`src/rtl/cby_0__1__cfg_loader.sv`:
```
// Memory-bank config loader for tile (0,1): one byte per group, setup -> wl pulse -> hold.
// Byte accepted at T reaches IDLE again at T+3+WL_PULSE; cfg_ready is low while a group write is in flight.
module cby_0__1__cfg_loader #(
  parameter int WL_PULSE = 2
) (
  input  logic        prog_clk,
  input  logic        prog_reset,
  input  logic [7:0]  cfg_data,
  input  logic        cfg_valid,
  input  logic        cfg_last,
  output logic        cfg_ready,
  output logic [7:0]  bl,
  output logic [7:0]  wl,
  output logic [71:0] bl_0,
  output logic [71:0] wl_0,
  output logic        cfg_done,
  output logic        cfg_err
);

  localparam int NUM_GROUPS = 10;

  typedef enum logic [1:0] {
    IDLE  = 2'd0,
    SETUP = 2'd1,
    PULSE = 2'd2,
    HOLD  = 2'd3
  } state_t;

  state_t      state;
  state_t      state_nxt;
  logic [3:0]  gidx;
  logic [3:0]  pulse_cnt;
  logic [7:0]  data_q;
  logic        last_q;
  logic        accept;
  logic [79:0] bl_all;
  logic [79:0] wl_all;

  assign accept = cfg_valid && cfg_ready;

  always_ff @(posedge prog_clk) begin
    if (prog_reset) begin
      state     <= IDLE;
      gidx      <= 4'd0;
      pulse_cnt <= 4'd0;
      data_q    <= 8'd0;
      last_q    <= 1'b0;
      cfg_ready <= 1'b1;
      cfg_done  <= 1'b0;
      cfg_err   <= 1'b0;
    end else begin
      state     <= state_nxt;
      cfg_ready <= (state_nxt == IDLE);
      cfg_done  <= 1'b0;
      cfg_err   <= 1'b0;
      case (state)
        IDLE: begin
          if (accept) begin
            data_q <= cfg_data;
            last_q <= cfg_last;
          end
        end
        SETUP: pulse_cnt <= 4'(WL_PULSE - 1);
        PULSE: begin
          if (pulse_cnt != 4'd0) pulse_cnt <= pulse_cnt - 4'd1;
        end
        HOLD: begin
          // Frame outcome is resolved here so the pulse lands in the first IDLE cycle.
          if (gidx == 4'(NUM_GROUPS - 1)) begin
            gidx     <= 4'd0;
            cfg_done <= last_q;
            cfg_err  <= !last_q;
          end else if (last_q) begin
            gidx    <= 4'd0;
            cfg_err <= 1'b1;
          end else begin
            gidx <= gidx + 4'd1;
          end
        end
        default: ;
      endcase
    end
  end

  always_comb begin
    state_nxt = state;
    case (state)
      IDLE:    if (accept) state_nxt = SETUP;
      SETUP:   state_nxt = PULSE;
      PULSE:   if (pulse_cnt == 4'd0) state_nxt = HOLD;
      HOLD:    state_nxt = IDLE;
      default: state_nxt = IDLE;
    endcase
  end

  // bl is driven from SETUP through HOLD so it brackets the wl pulse by one cycle each side.
  always_comb begin
    bl_all = 80'd0;
    wl_all = 80'd0;
    for (int g = 0; g < NUM_GROUPS; g++) begin
      if (gidx == 4'(g)) begin
        bl_all[8*g +: 8] = (state != IDLE)  ? data_q : 8'h00;
        wl_all[8*g +: 8] = (state == PULSE) ? 8'hFF  : 8'h00;
      end
    end
  end

  assign bl   = bl_all[7:0];
  assign wl   = wl_all[7:0];
  assign bl_0 = bl_all[79:8];
  assign wl_0 = wl_all[79:8];

endmodule

```
`config.mk`:
```
export PLATFORM = sky130hd
export DESIGN_NAME = cby_0__1__cfg_loader
export DESIGN_NICKNAME = d
export VERILOG_FILES = /design/src/rtl/cby_0__1__cfg_loader.sv
export SDC_FILE = /design/constraint.sdc
export NUM_CORES = 1
export LEC_CHECK = 0
export CAP_MARGIN = 20
export CELL_PAD_IN_SITES_DETAIL_PLACEMENT = 0
export CELL_PAD_IN_SITES_GLOBAL_PLACEMENT = 1
export CORE_UTILIZATION = 20
export DETAILED_ROUTE_END_ITERATION = 7
export PLACE_DENSITY = 0.84
export SLEW_MARGIN = 20
export SYNTH_ARGS = -nofsm -noshare
export SYNTH_HDL_FRONTEND = slang
export SYNTH_SLANG_ARGS = --single-unit
export TNS_END_PERCENT = 5
```
`constraint.sdc`:
```
create_clock -name prog_clk -period 2.2 [get_ports prog_clk]
set_input_delay 0.44 -clock prog_clk [delete_from_list [all_inputs] [get_ports prog_clk]]
set_output_delay 0.44 -clock prog_clk [all_outputs]
set_load 0.02 [all_outputs]
```
# Word level (Yosys, flattened, before mapping)
# Index checks and enable logic that the tools add are counted.
# totals
input_bits,12
wordCells,69
output_inout_bits,163
regBits,22
# classes
n_mux,31
n_addsub,2
bitwise_logic,2
reduce_logical,13
n_eq_ne,13
# ops
op,count
$mux W8,22
$eq A4 B3 Y1 const B,4
$mux W4,3
$eq A4 B2 Y1 const B,2
$eq A4 B4 Y1 const B,2
$logic_not A4 Y1,2
$pmux W2 S4,1
$pmux W4 S2,1
$add A4 B1 Y4 const B,1
$eq A2 B2 Y1 const B,2
$eq A4 B1 Y1 const B,1
$logic_not A2 Y1,2
$mux W2,2
$reduce_and A2 Y1,2
$reduce_bool A2 Y1,2
$reduce_bool A4 Y1,1
$sub A4 B1 Y4 const B,1
$reduce_or A3 Y1,1
$eq A2 B1 Y1 const B,1
$mux W1,2
$ne A2 B2 Y1 const B,1
$not A1 Y1,2
$reduce_or A2 Y1,1
$logic_and A1 B1 Y1,1
$logic_not A1 Y1,1

# Depth between registers and ports, before layout
# Gate-level depths: netlist of the first run.
# depth
ltp_word,4
mapped_depth,7
ltp_nobuf,5

# Least setup slack after synthesis of the first run
# OpenSTA, ideal clock, no wires.
# synth_timing
kind,register to output
start,reg gidx[1]
end,out wl_0[65]
arrival_ns,1.702
setup_slack_ns,0.058
required_time_ns,1.760
path_buffers,2
path_stages_with_launch,7
cell_sequence,dfxtp_1 > inv_1 > ha_1 > nand3b_1 > buf_2 > nor2_1 > buf_4
# synth_via
elab_chain_cells,2
# synth_rtl
element,line_no,rtl
from (decl),31,logic [3:0] gidx;
from (signal assigned),77,gidx <= gidx + 4'd1;
$eq A4 B4 Y1,101,if (gidx == 4'(g)) begin
$mux W8,101,
to (decl),15,"output logic [71:0] wl_0,"
# Every way passes these cells.

# Final worst setup path of the first run
# layout_timing
start,reg state[0]
end,out wl_0[38]
# layout_via
elab_chain_cells,3
# layout_rtl
element,line_no,rtl
from (decl),29,state_t state;
from (signal assigned),52,state <= state_nxt;
$eq A2 B2 Y1,103,wl_all[8*g +: 8] = (state == PULSE) ? 8'hFF : 8'h00;
$mux W8,103,
$mux W8,101,
# Every way passes these cells.

==> results of run 1 <==
per-layer routing:
layer	wire, um	vias to the layer above	share of wire, %	GRT usage [%]
met1	2970	1051	41	13.1
met3	429	6	5.9	1.68
met4	51	0	0.70	2.28
met2	3850	89	53	24.9
met5	0	-	0	0
li1	-	1144	-	-
layout make-up:
cell class | instances | area, sq um | area share [%]
tap | 133 | 166 | 5.22
inverter | 7 | 30.0 | 0.943
multi-input combinational | 192 | 1070 | 33.5
clock buffer | 3 | 41.3 | 1.30
timing repair buffer | 209 | 1410 | 44.3
sequential | 22 | 440 | 13.8
clock inverter | 1 | 30.0 | 0.943
sequential cells by signal (all words and copies together) (netlist names):
register   flops
cfg_done       1
cfg_err        1
cfg_ready      1
data_q         8
gidx           4
last_q         1
pulse_cnt      4
state          2
power breakdown:
group,leakage (nW),switching [mW],internal (mW)
sequential,0.179,0.0681,0.477
combinational,1.31,0.648,0.485
clock,0.0357,0.144,0.243
through the flow:
stage,instances,TNS [ns]
finish,567,-0.0277
global route,567,-1.52
CTS,567,-0.882
detailed placement,561,-10.42
global placement,561,-5.10
floorplan,309,0
final timing paths:
kind	start	to	cells past startpoint
hold / removal	data_q[4]$_SDFFE_PP0P_	data_q[4]$_SDFFE_PP0P_	2
setup reg to reg	state[0]$_SDFF_PP0_	pulse_cnt[1]$_SDFFE_PP0P_	7
setup / recovery	state[0]$_SDFF_PP0_	wl_0[38]	6
hold reg to reg	data_q[4]$_SDFFE_PP0P_	data_q[4]$_SDFFE_PP0P_	2
what timing repair did:
action | in CTS | in global routing
endpoints found under the setup margin | 160 | 155
hold buffers | 0 | 0
gates resized for setup | 193 | 258
pin swaps | 0 | 0
setup buffers | 2 | 0
cells by family (layout without fill, tap and decap cells):
family | count (synthesis) | in the layout
AOI/OAI and AO/OA | 27 | 27
adders and majority gates | 10 | 10
buffers and inverters | 95 | 220
DFF | 22 | 22
xor gates and xnor gates | 2 | 2
and+or+nand+nor | 153 | 153
critical path: stages, from the launching register on:
cell           delay [ns]
dfxtp_1              0.32
inv_1                0.09
ha_1                 0.22
clkinvlp_4           0.13
buf_12               0.17
nor2_4               0.19
dlygate4sd2_1        0.37
cells in the final DEF (no fill, tap or decap), types with 10 or more instances in the layout:
cell type and instances:
nor2_1 85, a21oi_1 16, clkdlybuf4s50_1 14, dfxtp_1 22
buf_4 33, clkbuf_2 116, dlygate4sd2_1 17, nor2_4 10
nand2_1 27, clkdlybuf4s15_1 23
==> flow_summary.toml, run 1 <==
[run_status]
outcome = "finished with violations"
violations = "setup timing"

[synthesis]
synth-xor-area-share_pct = 0.855
synthCells = 309
synthSimpleGateAreaFrac_pct = 32.6
synth.distinct_cells = 31
yosysSeqAreaShare_pct = 21.5
synth_top_area_share_pct = 26.0
synth_fa_ha_area_share_pct = 6.11
synth_edf_count = 0
synth_seq_cells = 22
synth_top_family_by_area = "simple AND/OR/NAND/NOR gates"
synth.area.top_cells = "buf_4 (26%), dfxtp_1 (21%), nor2_1 (18%)"
syn_nets = 331
ys_warn_count = 0
ys.flop_type = "dfxtp_1"
syn_area_per_cell_sq_um = 6.63
synthMuxAreaShare_pct = 0
yosysMostFrequentCell = "nor2_1"
synth_top_area_cell = "buf_4"
synth_compound_area_share_pct = 8.06
async_flop_share_pct = 0
netlist_area_sq_um = 2050
synthTopCellsByCount = "nor2_1 (96), buf_4 (71), nand2_1 (27)"

[finish]
final_area_sq_um = 3190
n_antenna_cell = 0
area_delta_synth_final_pct = 55.4
layout.nets = 457
n_fill_cell = 1110
fin_util_pct = 32.3
drive_gt1_share_pct = 40.8

[detailed_routing]
num_vias = 2290
vias_per_cell = 4.04
drt_iter0_drc = 66
route.detailed.drc = 0
wl_per_cell_um = 12.9
ant_nets = 0
routed_wl_um = 7300
drtPass1Iterations = 4

[global_route]
antenna_found_initial = 0
overflow = 0
grt_usage_pct = 12.1
grt_pass1_wl_um = 10100
grt_max_degree = 15
grt_pass1_vias = 1988

[sta]
skew_ns = 0.00135
fin_hold_ws_ns = 0.459
worstMarginPinSlew_ns = 0.445
maxSlewHeadroom_pct = 70.0
finalCritPeriodShare_pct = 100
setup_viol = 7
min_period_ns = 2.21
rsz0062_at_grt = "yes"
slew_violations = 0
max_freq_mhz = 453
layout_setup_ws_ns = -0.00922
hold_viol_final = 0

[placement]
dp_hpwl_um = 5860
post_dp_cell_area_sq_um = 3600
pre_cts_slack_ns = -0.177
place.gp.congestion = 0.751
port_buffers = 174

[cts]
cts_tree = "done"
cts_made_buffers = 3
cts.sinks = 22
clk_latency_ns = 0.27
htreeDepth = 1
ctsRootBufferMaster = "clkbuf_8"
clockBufferDepth = 2
clk_pin_slew_ns = 0.08

[worst_setup_path]
required_ns = 1.76
regToRegSetupSlack_ns = 0.46
critPathKind = "register to output pin"
worstPathArrival_ns = 1.77
startpoint_type = "register"
cp_max_fo = 9
end_kind = "output pin"

[power]
power_per_cell_area_nw_per_um2 = 649
cellLeakagePower_nw = 1.52
ir_drop_uv = 295
p_total_mw = 2.07

[floorplan]
die_width_um = 103
core_region_area_sq_um = 9860
die-area_sq_um = 10700
start_util_pct = 20.8
die_h_um = 103
ioPinCount = 175
rows = 36

[min_path]
hold_path_class = "register to register"

[flow_run]
drv_cap = 0
Note: power is estimated with default switching activity, not from simulation.
==> run 2: changes to the inputs <==
CTS_CLUSTER_DIAMETER = 150   (was default)
==> results of run 2 <==
Final layout, timing and power as in run 1 (identical DEF).
